==> config.mk <==
export PLATFORM = sky130hd
export DESIGN_NAME = midi_uart_rx
export DESIGN_NICKNAME = d
export VERILOG_FILES = /design/src/rtl/midi_uart_rx.sv
export SDC_FILE = /design/constraint.sdc
export NUM_CORES = 1
export LEC_CHECK = 0
export BUFFER_PORTS_ARGS = -buffer_cell sky130_fd_sc_hd__clkbuf_2
export CORE_ASPECT_RATIO = 0.5
export CORE_MARGIN = 2
export CORE_UTILIZATION = 50
export CTS_BUF_LIST = sky130_fd_sc_hd__clkbuf_8
export DETAILED_ROUTE_END_ITERATION = 6
export PLACE_DENSITY = 0.8
export SYNTH_ARGS = -nofsm -noshare
export SYNTH_HDL_FRONTEND = slang
export SYNTH_SLANG_ARGS = --single-unit
export TNS_END_PERCENT = 10
==> constraint.sdc <==
create_clock -name clk -period 2.2 [get_ports clk]
set_input_delay 0.22 -clock clk [delete_from_list [all_inputs] [get_ports clk]]
set_output_delay 0.22 -clock clk [all_outputs]
set_load 0.01 [all_outputs]
==> src/rtl/midi_uart_rx.sv <==
// midi_uart_rx: 8-N-1 serial receiver for the MIDI IN line (idle high, LSB first)
//   clk       in      system clock, rising edge
//   rst_n     in      asynchronous active-low reset
//   rx_in     in      raw serial line, asynchronous to clk
//   dout      out [8] last correctly framed byte
//   dout_rdy  out     one-cycle pulse, dout updated this cycle
//   frame_err out     one-cycle pulse, stop bit sampled low and byte dropped
//   busy      out     high while a frame is being received
module midi_uart_rx #(
  parameter int CLK_FREQ = 50_000_000,
  parameter int BAUD     = 31250
) (
  input  logic       clk,
  input  logic       rst_n,
  input  logic       rx_in,
  output logic [7:0] dout,
  output logic       dout_rdy,
  output logic       frame_err,
  output logic       busy
);
  localparam int CPB  = CLK_FREQ / BAUD;
  localparam int HALF = CPB / 2;
  localparam int CW   = $clog2(CPB);
  typedef enum logic [1:0] {IDLE, START, DATA, STOP} state_t;
  state_t          state_q, state_d;
  logic [1:0]      sync_q;
  logic            rx_p_q;
  logic            rx_s;
  logic            tick;
  logic [CW-1:0]   clk_cnt_q, clk_cnt_d;
  logic [3:0]      bit_cnt_q, bit_cnt_d;
  logic [7:0]      shift_q, shift_d;
  logic [7:0]      dout_q, dout_d;
  logic            dout_rdy_q, dout_rdy_d;
  logic            frame_err_q, frame_err_d;
  assign rx_s = sync_q[1];
  // START waits half a bit to land mid start bit; later states sample once per bit
  assign tick = (state_q == START) ? (clk_cnt_q == CW'(HALF - 1)) : (clk_cnt_q == CW'(CPB - 1));
  always_ff @(posedge clk or negedge rst_n) begin
    if (!rst_n) begin
      sync_q      <= '0;
      rx_p_q      <= 1'b0;
      state_q     <= IDLE;
      clk_cnt_q   <= '0;
      bit_cnt_q   <= '0;
      shift_q     <= '0;
      dout_q      <= '0;
      dout_rdy_q  <= 1'b0;
      frame_err_q <= 1'b0;
    end else begin
      sync_q      <= {sync_q[0], rx_in};
      rx_p_q      <= sync_q[1];
      state_q     <= state_d;
      clk_cnt_q   <= clk_cnt_d;
      bit_cnt_q   <= bit_cnt_d;
      shift_q     <= shift_d;
      dout_q      <= dout_d;
      dout_rdy_q  <= dout_rdy_d;
      frame_err_q <= frame_err_d;
    end
  end
  // Synchronizer flops reset low, so only a genuine high-to-low edge starts a frame
  always_comb begin
    state_d = state_q;
    case (state_q)
      IDLE:  state_d = (!rx_s && rx_p_q) ? START : IDLE;
      START: state_d = tick ? (rx_s ? IDLE : DATA) : START;
      DATA:  state_d = (tick && bit_cnt_q == 4'd7) ? STOP : DATA;
      STOP:  state_d = tick ? IDLE : STOP;
      default: state_d = IDLE;
    endcase
  end
  always_comb begin
    clk_cnt_d   = (state_q == IDLE || tick) ? '0 : clk_cnt_q + 1'b1;
    bit_cnt_d   = (state_q == IDLE) ? 4'd0 : (state_q == DATA && tick) ? bit_cnt_q + 4'd1 : bit_cnt_q;
    shift_d     = (state_q == DATA && tick) ? {rx_s, shift_q[7:1]} : shift_q;
    dout_rdy_d  = (state_q == STOP) && tick && rx_s;
    frame_err_d = (state_q == STOP) && tick && !rx_s;
    dout_d      = dout_rdy_d ? shift_q : dout_q;
    busy        = (state_q != IDLE);
    dout        = dout_q;
    dout_rdy    = dout_rdy_q;
    frame_err   = frame_err_q;
  end
endmodule
==> metrics.txt, run 1 <==
# TYPE chip_impl_metric gauge
chip_impl_info{name="run_status",value="finished, final reports clean"} 1
chip_impl_metric{name="netlist.area_leader.share",unit=""} 0.565
chip_impl_metric{name="grt_max_degree",unit=""} 39
chip_impl_info{name="final_cell_mix",value="38 x dfrtp_1, 19 x nor2_1, 17 x mux2_2, 13 x clkbuf_2, 10 x nand2_1"} 1
chip_impl_metric{name="ys_async_sr_fraction",unit=""} 1.00
chip_impl_metric{name="area_growth",unit="%"} 15.7
chip_impl_metric{name="port_buffers",unit=""} 13
chip_impl_metric{name="synth_enable_flop_cells",unit=""} 0
chip_impl_info{name="synth_largest_area_cell",value="dfrtp_1"} 1
chip_impl_info{name="hold_path.class",value="input pin to flip-flop"} 1
chip_impl_metric{name="grt_antenna_before_repair",unit=""} 0
chip_impl_info{name="final_common_cell",value="dfrtp_1"} 1
chip_impl_metric{name="hold_buffers",unit=""} 0
chip_impl_metric{name="fin_crit",unit="ns"} 2.06
chip_impl_metric{name="cts_resized",unit=""} 0
chip_impl_info{name="setup.worst_path.end_class",value="flip-flop"} 1
chip_impl_metric{name="worstMarginPinSlew",unit="ns"} 0.908
chip_impl_metric{name="drt.antenna.violating_nets",unit=""} 0
chip_impl_info{name="reg2reg_from",value="clk_cnt_q[0]"} 1
chip_impl_metric{name="peakVddDrop",unit="mV"} 0.498
chip_impl_metric{name="fin_skew",unit="ns"} 0.00844
chip_impl_metric{name="synthesis.area",unit="um2"} 1680
chip_impl_metric{name="drt-pass1-iter-count",unit=""} 4
chip_impl_info{name="synth_area_leaders",value="dfrtp_1 57%, mux2_2 11%, nor2_1 4.2%"} 1
chip_impl_metric{name="finalWorstSetupSlack",unit="ns"} 0.136
chip_impl_metric{name="cts_buffers",unit=""} 5
chip_impl_metric{name="regToRegSetupSlack",unit="ns"} 0.14
chip_impl_metric{name="detailroute.via_count",unit=""} 1118
chip_impl_metric{name="avgViaCountPerCell",unit=""} 5.59
chip_impl_metric{name="routed_wire_length_per_instance",unit="um"} 16.0
chip_impl_metric{name="timing.critical_path.arrival",unit="ns"} 2.24
chip_impl_info{name="synth_top_flop_cell",value="dfrtp_1"} 1
chip_impl_metric{name="floorplan.initialDensity",unit=""} 0.543
chip_impl_metric{name="fin_crit_sh",unit=""} 0.938
chip_impl_metric{name="die_h",unit="um"} 45.0
chip_impl_metric{name="pre_cts_ws",unit="ns"} 0.164
chip_impl_metric{name="numClockSinks",unit=""} 38
chip_impl_metric{name="synth.ff_latch_count",unit=""} 38
chip_impl_metric{name="dp_hpwl",unit="um"} 2040
chip_impl_metric{name="drv_slew",unit=""} 0
chip_impl_metric{name="design.portCount",unit=""} 14
chip_impl_info{name="r2r_end",value="dout[7]"} 1
chip_impl_info{name="worstSetupPathType",value="flip-flop to flip-flop"} 1
chip_impl_metric{name="grt.overflow.total",unit=""} 0
chip_impl_info{name="rsz0062_at_grt",value="false"} 1
chip_impl_metric{name="syn_avg_cell_area",unit="um2"} 12.1
chip_impl_metric{name="grt_first_pass_wirelength",unit="um"} 5500
chip_impl_metric{name="drt_iter0_drc",unit=""} 90
chip_impl_metric{name="worst_skew_pair.late_latency",unit="ns"} 0.29
chip_impl_metric{name="via_count_of_the_first_global_routing_pass",unit=""} 1124
chip_impl_metric{name="critical_path.max_fanout",unit=""} 9
chip_impl_metric{name="max_cap_viol_count",unit=""} 0
chip_impl_metric{name="antenna_cells",unit=""} 0
chip_impl_metric{name="cts.path.max_buffers",unit=""} 2
chip_impl_metric{name="achievable-frequency",unit="MHz"} 485
chip_impl_metric{name="stdcell_count",unit=""} 200
chip_impl_metric{name="core_region_area",unit="um2"} 3100
chip_impl_metric{name="yosys_warning_total",unit=""} 0
chip_impl_metric{name="place_inst",unit=""} 192
chip_impl_metric{name="ys_seq_area_frac",unit=""} 0.565
chip_impl_metric{name="ys_types",unit=""} 31
chip_impl_metric{name="count_of_endpoints_failing_setup_in_the_final_report",unit=""} 0
chip_impl_metric{name="synthesis.nets",unit=""} 144
chip_impl_metric{name="gpl.final_weighted_congestion",unit=""} 0.809
chip_impl_metric{name="drc",unit=""} 0
chip_impl_info{name="hold_path_startpoint",value="rx_in"} 1
chip_impl_metric{name="die-width",unit="um"} 86.0
chip_impl_metric{name="fp-row-count",unit=""} 14
chip_impl_metric{name="power_leakage",unit="nW"} 0.939
chip_impl_metric{name="slew_headroom",unit=""} 0.395
chip_impl_metric{name="worst-r2r-cell-count",unit=""} 6
chip_impl_metric{name="die_area",unit="um2"} 3870
chip_impl_metric{name="layout-drive-gt1-share",unit=""} 0.300
chip_impl_metric{name="setup_tns",unit="ns"} 0
chip_impl_metric{name="globalRouteTotalUtil",unit=""} 0.193
chip_impl_info{name="tritoncts",value="built"} 1
chip_impl_metric{name="worst_ep_required_time",unit="ns"} 2.38
chip_impl_info{name="cp-start-kind",value="flip-flop"} 1
chip_impl_metric{name="finalWirelength",unit="um"} 3190
chip_impl_info{name="ctsRootBufferMaster",value="clkbuf_8"} 1
chip_impl_metric{name="hold_path_depth",unit=""} 1
chip_impl_metric{name="finalHoldViolations",unit=""} 0
chip_impl_metric{name="clk_transition_reported_paths",unit="ns"} 0.08
chip_impl_metric{name="powerDensity",unit="nW/um2"} 909
chip_impl_metric{name="design.final.nets",unit=""} 164
chip_impl_metric{name="cts_post_setup_buffers_inserted",unit=""} 0
chip_impl_metric{name="syn_inst",unit=""} 139
chip_impl_info{name="min_to",value="sync_q[0]"} 1
chip_impl_metric{name="cts_max_level",unit=""} 2
chip_impl_metric{name="num-fill-cells",unit=""} 229
==> registers in the layout, summed over array words and instances, names as in the netlist <==
signal and cells:
clk_cnt_q 11, dout 8, shift_q 8, bit_cnt_q 4
state_q 2, sync_q 2, dout_rdy 1, frame_err 1
rx_p_q 1
==> kinds of logic after synthesis <==
group | Yosys count | synth area share
AO/OA/AOI/OAI | 12 | 0.0595
XOR/XNOR | 9 | 0.0468
adder cells (fa/ha/maj) | 2 | 0.0149
buffers and inverters | 6 | 0.0186
flip-flops | 38 | 0.565
multiplexers | 17 | 0.114
AND/OR/NAND/NOR | 55 | 0.181
==> synthesized netlist by cell type (2+ instances only) <==
master	n
xnor2_1	4
nand4_1	3
nand3_1	7
ha_1	2
xor2_1	5
nand2_1	10
a21oi_1	3
nor2_1	19
dfrtp_1	38
mux2_2	17
a221o_1	3
nor4b_4	2
nor3_1	4
and3_1	3
clkbuf_1	2
inv_1	2
==> how the worst max path moves through the flow <==
stage	start	endpoint	slack, ns	cells after the start
global placement	clk_cnt_q[0]	dout[1]	0.23	6
CTS	clk_cnt_q[0]	dout[1]	0.13	6
global route	clk_cnt_q[0]	dout[2]	0.04	6
finish	clk_cnt_q[0]	dout[7]	0.14	6
detailed placement	clk_cnt_q[0]	dout[7]	0.16	6
floorplan	clk_cnt_q[0]	dout[0]	0.19	6
==> where the power goes <==
group / switching (W) / internal [W]
Clock: 0.000252 / 0.000484
Sequential: 0.0000842 / 0.000764
Combinational: 0.0000985 / 0.0000872
==> metal layers <==
metal	vias to the layer above	wire, um	track usage
met3	7	134	0.0640
met1	555	1460	0.245
met4	0	44	0.0762
li1	532	-	-
met5	-	0	0
met2	24	1550	0.318
==> critical path: stages (launching register included) <==
cell and delay [ns]:
dfrtp_1 0.38, ha_1 0.21, and4_1 0.31, nand3_2 0.21, nor4b_4 0.28, buf_4 0.21, mux2_2 0.35
==> per-stage QoR <==
step / total power, W / instance area (um2) / util / hold slack, ns
global route: 0.00185 / 1950 / 0.628 / 0.0286
floorplan: 0.000985 / 1680 / - / -0.0756
global placement: 0.00103 / 1800 / 0.582 / 0.329
CTS: 0.00177 / 1950 / 0.628 / 0.0298
finish: 0.00177 / 1950 / 0.628 / 0.0333
detailed placement: 0.00104 / 1800 / 0.582 / 0.334
==> area by class of cell <==
type | instances | area, um2 | area share
Sequential cell | 38 | 951 | 0.488
Multi-Input combinational cell | 95 | 701 | 0.360
Timing Repair Buffer | 17 | 95.1 | 0.0488
Clock buffer | 6 | 82.6 | 0.0424
Clock inverter | 2 | 60.1 | 0.0308
Tap cell | 40 | 50.0 | 0.0257
Inverter | 2 | 7.51 | 0.00386
(Power assumes the default switching activity.)
==> run 2, diff against run 1 <==
Settings changed: CORE_MARGIN 2 to 5.
==> run 2 against run 1 <==
Highest routed layer unchanged; cell count rose by 0.50%; sequential power barely moved; sequential share of layout area rose by 0.99 points; clock-buffer cell count did not move; global-route usage fell by 4.6 points; wire length fell by 3.8%; power fell by 14%; critical endpoint is now dout[2].
==> metrics.txt, run 2 (synthesis gave the netlist of run 1 again) <==
# TYPE chip_impl_metric gauge
chip_impl_metric{name="drt.antenna.violating_nets",unit=""} 0
chip_impl_metric{name="fin_crit",unit="ns"} 2.06
chip_impl_metric{name="timing.critical_path.arrival",unit="ns"} 2.23
chip_impl_info{name="worst_path_dominant_cell_family",value="simple AND/OR/NAND/NOR gates"} 1
chip_impl_info{name="rsz0062_at_grt",value="false"} 1
chip_impl_metric{name="dp_hpwl",unit="um"} 2060
chip_impl_metric{name="avgViaCountPerCell",unit=""} 5.46
chip_impl_metric{name="power.internal",unit="W"} 0.00110
chip_impl_metric{name="clock_power_share",unit=""} 0.323
chip_impl_metric{name="grt_antenna_before_repair",unit=""} 0
chip_impl_metric{name="worst_skew_pair.late_latency",unit="ns"} 0.29
chip_impl_metric{name="wp_buf_inv",unit=""} 1
chip_impl_metric{name="die_area",unit="um2"} 4700
chip_impl_metric{name="cts_buffers",unit=""} 5
chip_impl_info{name="worst_path_cell_trace",value="ha_1 -> and4_2 -> nand3_2 -> nor4b_4 -> buf_4 -> mux2_2"} 1
chip_impl_info{name="largest-register",value="clk_cnt_q"} 1
chip_impl_metric{name="final_cell_area",unit="um2"} 1910
chip_impl_metric{name="core_region_area",unit="um2"} 3120
chip_impl_metric{name="worstMarginPinSlew",unit="ns"} 0.908
chip_impl_metric{name="gpl.final_weighted_congestion",unit=""} 0.774
chip_impl_metric{name="fin_skew",unit="ns"} 0.00162
chip_impl_info{name="hold_path.class",value="input pin to flip-flop"} 1
chip_impl_info{name="worstSetupPathType",value="flip-flop to flip-flop"} 1
chip_impl_info{name="tritoncts",value="built"} 1
chip_impl_metric{name="comb_power_share",unit=""} 0.119
chip_impl_metric{name="power_leakage",unit="nW"} 0.919
chip_impl_metric{name="cp_max_stage_delay",unit="ns"} 0.39
chip_impl_info{name="crit_path_max_delay_cell_type",value="dfrtp_1"} 1
chip_impl_metric{name="worst_ep_required_time",unit="ns"} 2.37
chip_impl_metric{name="post_dp_cell_area",unit="um2"} 1810
chip_impl_info{name="setup.worst_path.end_class",value="flip-flop"} 1
chip_impl_info{name="cp-start-kind",value="flip-flop"} 1
chip_impl_metric{name="seqCellArea",unit="um2"} 951
chip_impl_metric{name="design.final.nets",unit=""} 165
chip_impl_metric{name="seqPwrFrac",unit=""} 0.558
chip_impl_metric{name="total_area_of_multi_input_combinational_cells",unit="um2"} 702
chip_impl_metric{name="via_count_of_the_first_global_routing_pass",unit=""} 1144
chip_impl_metric{name="slew_headroom",unit=""} 0.395
chip_impl_metric{name="finalWirelength",unit="um"} 3070
chip_impl_metric{name="clk_transition_reported_paths",unit="ns"} 0.07
chip_impl_metric{name="switching_power",unit="W"} 0.000414
chip_impl_metric{name="cts.path.max_buffers",unit=""} 2
chip_impl_metric{name="hold_buffers",unit=""} 0
chip_impl_metric{name="grt.overflow.total",unit=""} 0
chip_impl_metric{name="finalHoldViolations",unit=""} 0
chip_impl_metric{name="max_cap_viol_count",unit=""} 0
chip_impl_metric{name="antenna_cells",unit=""} 0
chip_impl_metric{name="swShare",unit=""} 0.273
chip_impl_info{name="final_cell_mix",value="38 x dfrtp_1, 19 x nor2_1, 17 x mux2_2, 13 x clkbuf_2, 10 x nand2_1"} 1
chip_impl_metric{name="drt_iter0_drc",unit=""} 95
chip_impl_metric{name="area_growth",unit="%"} 13.4
chip_impl_metric{name="drc",unit=""} 0
chip_impl_metric{name="globalRouteTotalUtil",unit=""} 0.148
chip_impl_metric{name="num-fill-cells",unit=""} 245
chip_impl_metric{name="largest_register_ff_count",unit=""} 11
chip_impl_metric{name="numClockSinks",unit=""} 38
chip_impl_metric{name="cts_max_level",unit=""} 2
chip_impl_metric{name="drt-pass1-iter-count",unit=""} 4
chip_impl_metric{name="routed_wire_length_per_instance",unit="um"} 15.3
chip_impl_metric{name="layout-drive-gt1-share",unit=""} 0.311
chip_impl_metric{name="peakVddDrop",unit="mV"} 0.637
chip_impl_metric{name="fin_crit_sh",unit=""} 0.937
chip_impl_info{name="run_status",value="finished, final reports clean"} 1
chip_impl_metric{name="port_buffers",unit=""} 13
chip_impl_metric{name="powerDensity",unit="nW/um2"} 796
chip_impl_metric{name="floorplan.initialDensity",unit=""} 0.540
chip_impl_metric{name="critical_path.max_fanout",unit=""} 9
chip_impl_metric{name="hold_slack",unit="ns"} 0.0342
chip_impl_metric{name="detailroute.via_count",unit=""} 1097
chip_impl_metric{name="grt_first_pass_wirelength",unit="um"} 5380
chip_impl_metric{name="count_of_endpoints_failing_setup_in_the_final_report",unit=""} 0
chip_impl_metric{name="die-width",unit="um"} 92.0
chip_impl_info{name="final_common_cell",value="dfrtp_1"} 1
chip_impl_metric{name="achievable-frequency",unit="MHz"} 485
chip_impl_metric{name="setup_tns",unit="ns"} 0
chip_impl_metric{name="fp-row-count",unit=""} 14
chip_impl_metric{name="die_h",unit="um"} 51.0
chip_impl_metric{name="drv_slew",unit=""} 0
chip_impl_info{name="ctsRootBufferMaster",value="clkbuf_8"} 1
chip_impl_metric{name="grt_max_degree",unit=""} 39
chip_impl_metric{name="total_power",unit="W"} 0.00152
chip_impl_metric{name="design.portCount",unit=""} 14
## run 2: power groups by stage
stage          registers, W  logic [W]  clock network [W]
3_5_place_dp       0.000857   0.000178                  0
6_report           0.000848   0.000181           0.000490
4_1_cts            0.000845   0.000182           0.000506
5_1_grt            0.000856   0.000208           0.000545
3_3_place_gp       0.000856   0.000174                  0
2_1_floorplan      0.000841   0.000144                  0
## run 2: stage by stage
stage / setup WS (ns) / instances / util
after floorplan: 0.193 / 139 / -
after global placement: 0.225 / 193 / 0.581
after detailed placement: 0.130 / 193 / 0.581
after CTS: 0.109 / 201 / 0.612
after global routing: 0.0182 / 201 / 0.612
final: 0.139 / 201 / 0.612
## run 2: worst paths after layout
path                              start          to  slack, ns  depth (start not counted)
max                        clk_cnt_q[0]     dout[2]       0.14                          6
min                               rx_in   sync_q[0]       0.03                          1
max reg2reg                clk_cnt_q[0]     dout[2]       0.14                          6
min in group asynchronous         rst_n  shift_q[2]       0.05                          1
min reg2reg                   sync_q[0]   sync_q[1]       0.36                          0
max in group asynchronous         rst_n  shift_q[4]       1.59                          1
## run 2: layer usage
metal | up-vias | track usage | wire length (um)
li1 | 531 | - | -
met1 | 537 | 0.183 | 1440
met2 | 24 | 0.251 | 1460
met3 | 5 | 0.0352 | 125
met4 | 0 | 0.0665 | 49
met5 | - | 0 | 0
## run 2: layout make-up
class	instances	area share
clock buffers	6	0.0433
clock inverters	2	0.00656
flip-flops and latches	38	0.498
multi-input cells	95	0.368
inverters	2	0.00393
well taps	40	0.0262
repair buffers	18	0.0538
## run 2: what timing repair did
action | 4_1_cts | 5_1_grt
hold endpoints to repair | 0 | 0
setup buffers | 0 | 0
gates resized for setup | 0 | 1
setup endpoints to repair | 0 | 8
==> run 3, diff against run 2 <==
==> constraint.sdc (replaced) <==
create_clock -name clk -period 2.2 [get_ports clk]
set_input_delay 0.55 -clock clk [delete_from_list [all_inputs] [get_ports clk]]
set_output_delay 0.55 -clock clk [all_outputs]
set_load 0.01 [all_outputs]
==> run 3 against run 2 <==
Cell count did not move; die area did not move; clock power rose by 21%; worst hold slack improved by 0.26 ns; global-route usage fell by 0.41 points.
==> metrics.txt, run 3 (synthesis gave the netlist of run 1 again) <==
# TYPE chip_impl_metric gauge
chip_impl_info{name="run_status",value="finished, final reports clean"} 1
chip_impl_info{name="largest-register",value="clk_cnt_q"} 1
chip_impl_metric{name="fin_skew",unit="ns"} 0.00922
chip_impl_metric{name="layout-drive-gt1-share",unit=""} 0.311
chip_impl_metric{name="drc",unit=""} 0
chip_impl_metric{name="drv_slew",unit=""} 0
chip_impl_metric{name="worst_skew_pair.late_latency",unit="ns"} 0.29
chip_impl_metric{name="worstMarginPinSlew",unit="ns"} 0.532
chip_impl_metric{name="peakVddDrop",unit="mV"} 0.584
chip_impl_metric{name="fin_crit_sh",unit=""} 0.918
chip_impl_metric{name="power_leakage",unit="nW"} 0.934
chip_impl_metric{name="regToRegSetupSlack",unit="ns"} 0.18
chip_impl_metric{name="finalHoldViolations",unit=""} 0
chip_impl_metric{name="clk_transition_reported_paths",unit="ns"} 0.08
chip_impl_metric{name="area_growth",unit="%"} 15.3
chip_impl_metric{name="count_of_endpoints_failing_setup_in_the_final_report",unit=""} 0
chip_impl_metric{name="avgViaCountPerCell",unit=""} 5.60
chip_impl_metric{name="design.portCount",unit=""} 14
chip_impl_metric{name="setup_tns",unit="ns"} 0
chip_impl_metric{name="cp_max_stage_delay",unit="ns"} 0.39
chip_impl_metric{name="final_cell_area",unit="um2"} 1940
chip_impl_metric{name="place_inst",unit=""} 194
chip_impl_info{name="ctsRootBufferMaster",value="clkbuf_8"} 1
chip_impl_metric{name="slew_headroom",unit=""} 0.646
chip_impl_info{name="r2r_end",value="dout[5]"} 1
chip_impl_metric{name="fp-row-count",unit=""} 14
chip_impl_metric{name="drt_iter0_drc",unit=""} 101
chip_impl_metric{name="detailroute.via_count",unit=""} 1125
chip_impl_metric{name="routed_wire_length_per_instance",unit="um"} 15.0
chip_impl_metric{name="drt-pass1-iter-count",unit=""} 4
chip_impl_metric{name="fin_crit",unit="ns"} 2.02
chip_impl_metric{name="dp_hpwl",unit="um"} 2030
chip_impl_metric{name="post_dp_cell_area",unit="um2"} 1820
chip_impl_metric{name="design.final.nets",unit=""} 166
chip_impl_metric{name="cts_max_level",unit=""} 2
chip_impl_metric{name="gpl.final_weighted_congestion",unit=""} 0.773
chip_impl_info{name="worst_path_cell_trace",value="ha_1 -> and4_2 -> nand3_4 -> nor4b_4 -> buf_4 -> mux2_2"} 1
chip_impl_metric{name="grt_antenna_before_repair",unit=""} 0
chip_impl_metric{name="die_h",unit="um"} 51.0
chip_impl_metric{name="antenna_cells",unit=""} 0
chip_impl_metric{name="grt_max_degree",unit=""} 39
chip_impl_metric{name="drt.antenna.violating_nets",unit=""} 0
chip_impl_metric{name="critical_path.max_fanout",unit=""} 9
chip_impl_metric{name="die-width",unit="um"} 92.0
chip_impl_metric{name="stdcell_count",unit=""} 201
chip_impl_metric{name="largest_register_ff_count",unit=""} 11
chip_impl_info{name="cp-start-kind",value="flip-flop"} 1
chip_impl_metric{name="core_region_area",unit="um2"} 3120
chip_impl_metric{name="worst-r2r-cell-count",unit=""} 6
chip_impl_info{name="setup.worst_path.end_class",value="flip-flop"} 1
chip_impl_info{name="worst_path_dominant_cell_family",value="simple AND/OR/NAND/NOR gates"} 1
chip_impl_metric{name="numClockSinks",unit=""} 38
chip_impl_metric{name="floorplan.initialDensity",unit=""} 0.540
chip_impl_metric{name="achievable-frequency",unit="MHz"} 495
chip_impl_metric{name="grt.overflow.total",unit=""} 0
chip_impl_info{name="tritoncts",value="built"} 1
chip_impl_metric{name="cts.path.max_buffers",unit=""} 2
chip_impl_metric{name="globalRouteTotalUtil",unit=""} 0.144
chip_impl_metric{name="total_power",unit="W"} 0.00163
chip_impl_metric{name="powerDensity",unit="nW/um2"} 838
chip_impl_metric{name="worst_ep_required_time",unit="ns"} 2.37
chip_impl_metric{name="max_cap_viol_count",unit=""} 0
chip_impl_info{name="final_common_cell",value="dfrtp_1"} 1
chip_impl_info{name="reg2reg_from",value="clk_cnt_q[0]"} 1
chip_impl_info{name="rsz0062_at_grt",value="false"} 1
chip_impl_metric{name="timing.critical_path.arrival",unit="ns"} 2.19
chip_impl_metric{name="die_area",unit="um2"} 4700
chip_impl_metric{name="wp_buf_inv",unit=""} 1
chip_impl_metric{name="via_count_of_the_first_global_routing_pass",unit=""} 1171
chip_impl_metric{name="cts_post_setup_buffers_inserted",unit=""} 0
chip_impl_metric{name="grt_first_pass_wirelength",unit="um"} 5290
chip_impl_metric{name="port_buffers",unit=""} 13
chip_impl_info{name="crit_path_max_delay_cell_type",value="dfrtp_1"} 1
chip_impl_info{name="final_cell_mix",value="38 x dfrtp_1, 19 x nor2_1, 17 x mux2_2, 13 x clkbuf_2, 10 x nand2_1"} 1
chip_impl_metric{name="cts_buffers",unit=""} 5
chip_impl_info{name="hold_path.class",value="input pin to asynchronous set/reset pin"} 1
chip_impl_metric{name="finalWirelength",unit="um"} 3020
chip_impl_info{name="worstSetupPathType",value="flip-flop to flip-flop"} 1
chip_impl_metric{name="finalCoreUtilization",unit=""} 0.622
==> run 3: power breakdown <==
part,internal [W],switching [W]
Combinational,0.0000894,0.0000942
Sequential,0.000765,0.0000842
Clock,0.000363,0.000231
==> run 3: metrics by stage <==
stage                     setup WS [ns]  hold slack (ns)
after global placement            0.228            0.332
after detailed placement          0.161            0.344
after global routing             0.0642            0.335
after CTS                         0.117            0.314
after floorplan                   0.193            0.254
final                             0.180            0.296
==> run 3: how the worst max path moves through the flow <==
stage	start	to	slack, ns	depth (start not counted)
floorplan	clk_cnt_q[0]	dout[0]	0.19	6
global placement	clk_cnt_q[0]	dout[6]	0.23	6
detailed placement	clk_cnt_q[0]	dout[5]	0.16	6
CTS	clk_cnt_q[0]	dout[5]	0.12	6
global route	clk_cnt_q[0]	dout[3]	0.06	6
finish	clk_cnt_q[0]	dout[5]	0.18	6
==> run 3: what timing repair did <==
action                                  in CTS  in global routing
gates resized for setup                      0                  2
endpoints found under the setup margin       0                  8
hold buffers                                 0                  0
==> run 3: cell type report <==
class                      count  area, um2
clock buffer                   6       82.6
tap                           40       50.0
fill                         240       1180
sequential                    38        951
multi-input combinational     95        709
inverter                       2       7.51
clock inverter                 1       30.0
timing repair buffer          19        110
==> run 3: worst register-to-register path, delay by kind of cell (launching register included) <==
kind          cells  cell delay [ns]
fa+ha+maj         1             0.23
simple gates      3             0.73
mux               1             0.35
flops             1             0.39
buf+inv           1             0.21
==> run 3: per-layer routing <==
| metal | track usage | part of all wire | vias to the layer above |
|---|---|---|---|
| met4 | 0.0739 | 0.018 | 0 |
| met3 | 0.0455 | 0.048 | 6 |
| li1 | - | - | 531 |
| met1 | 0.172 | 0.46 | 563 |
| met5 | 0 | 0 | - |
| met2 | 0.238 | 0.48 | 25 |
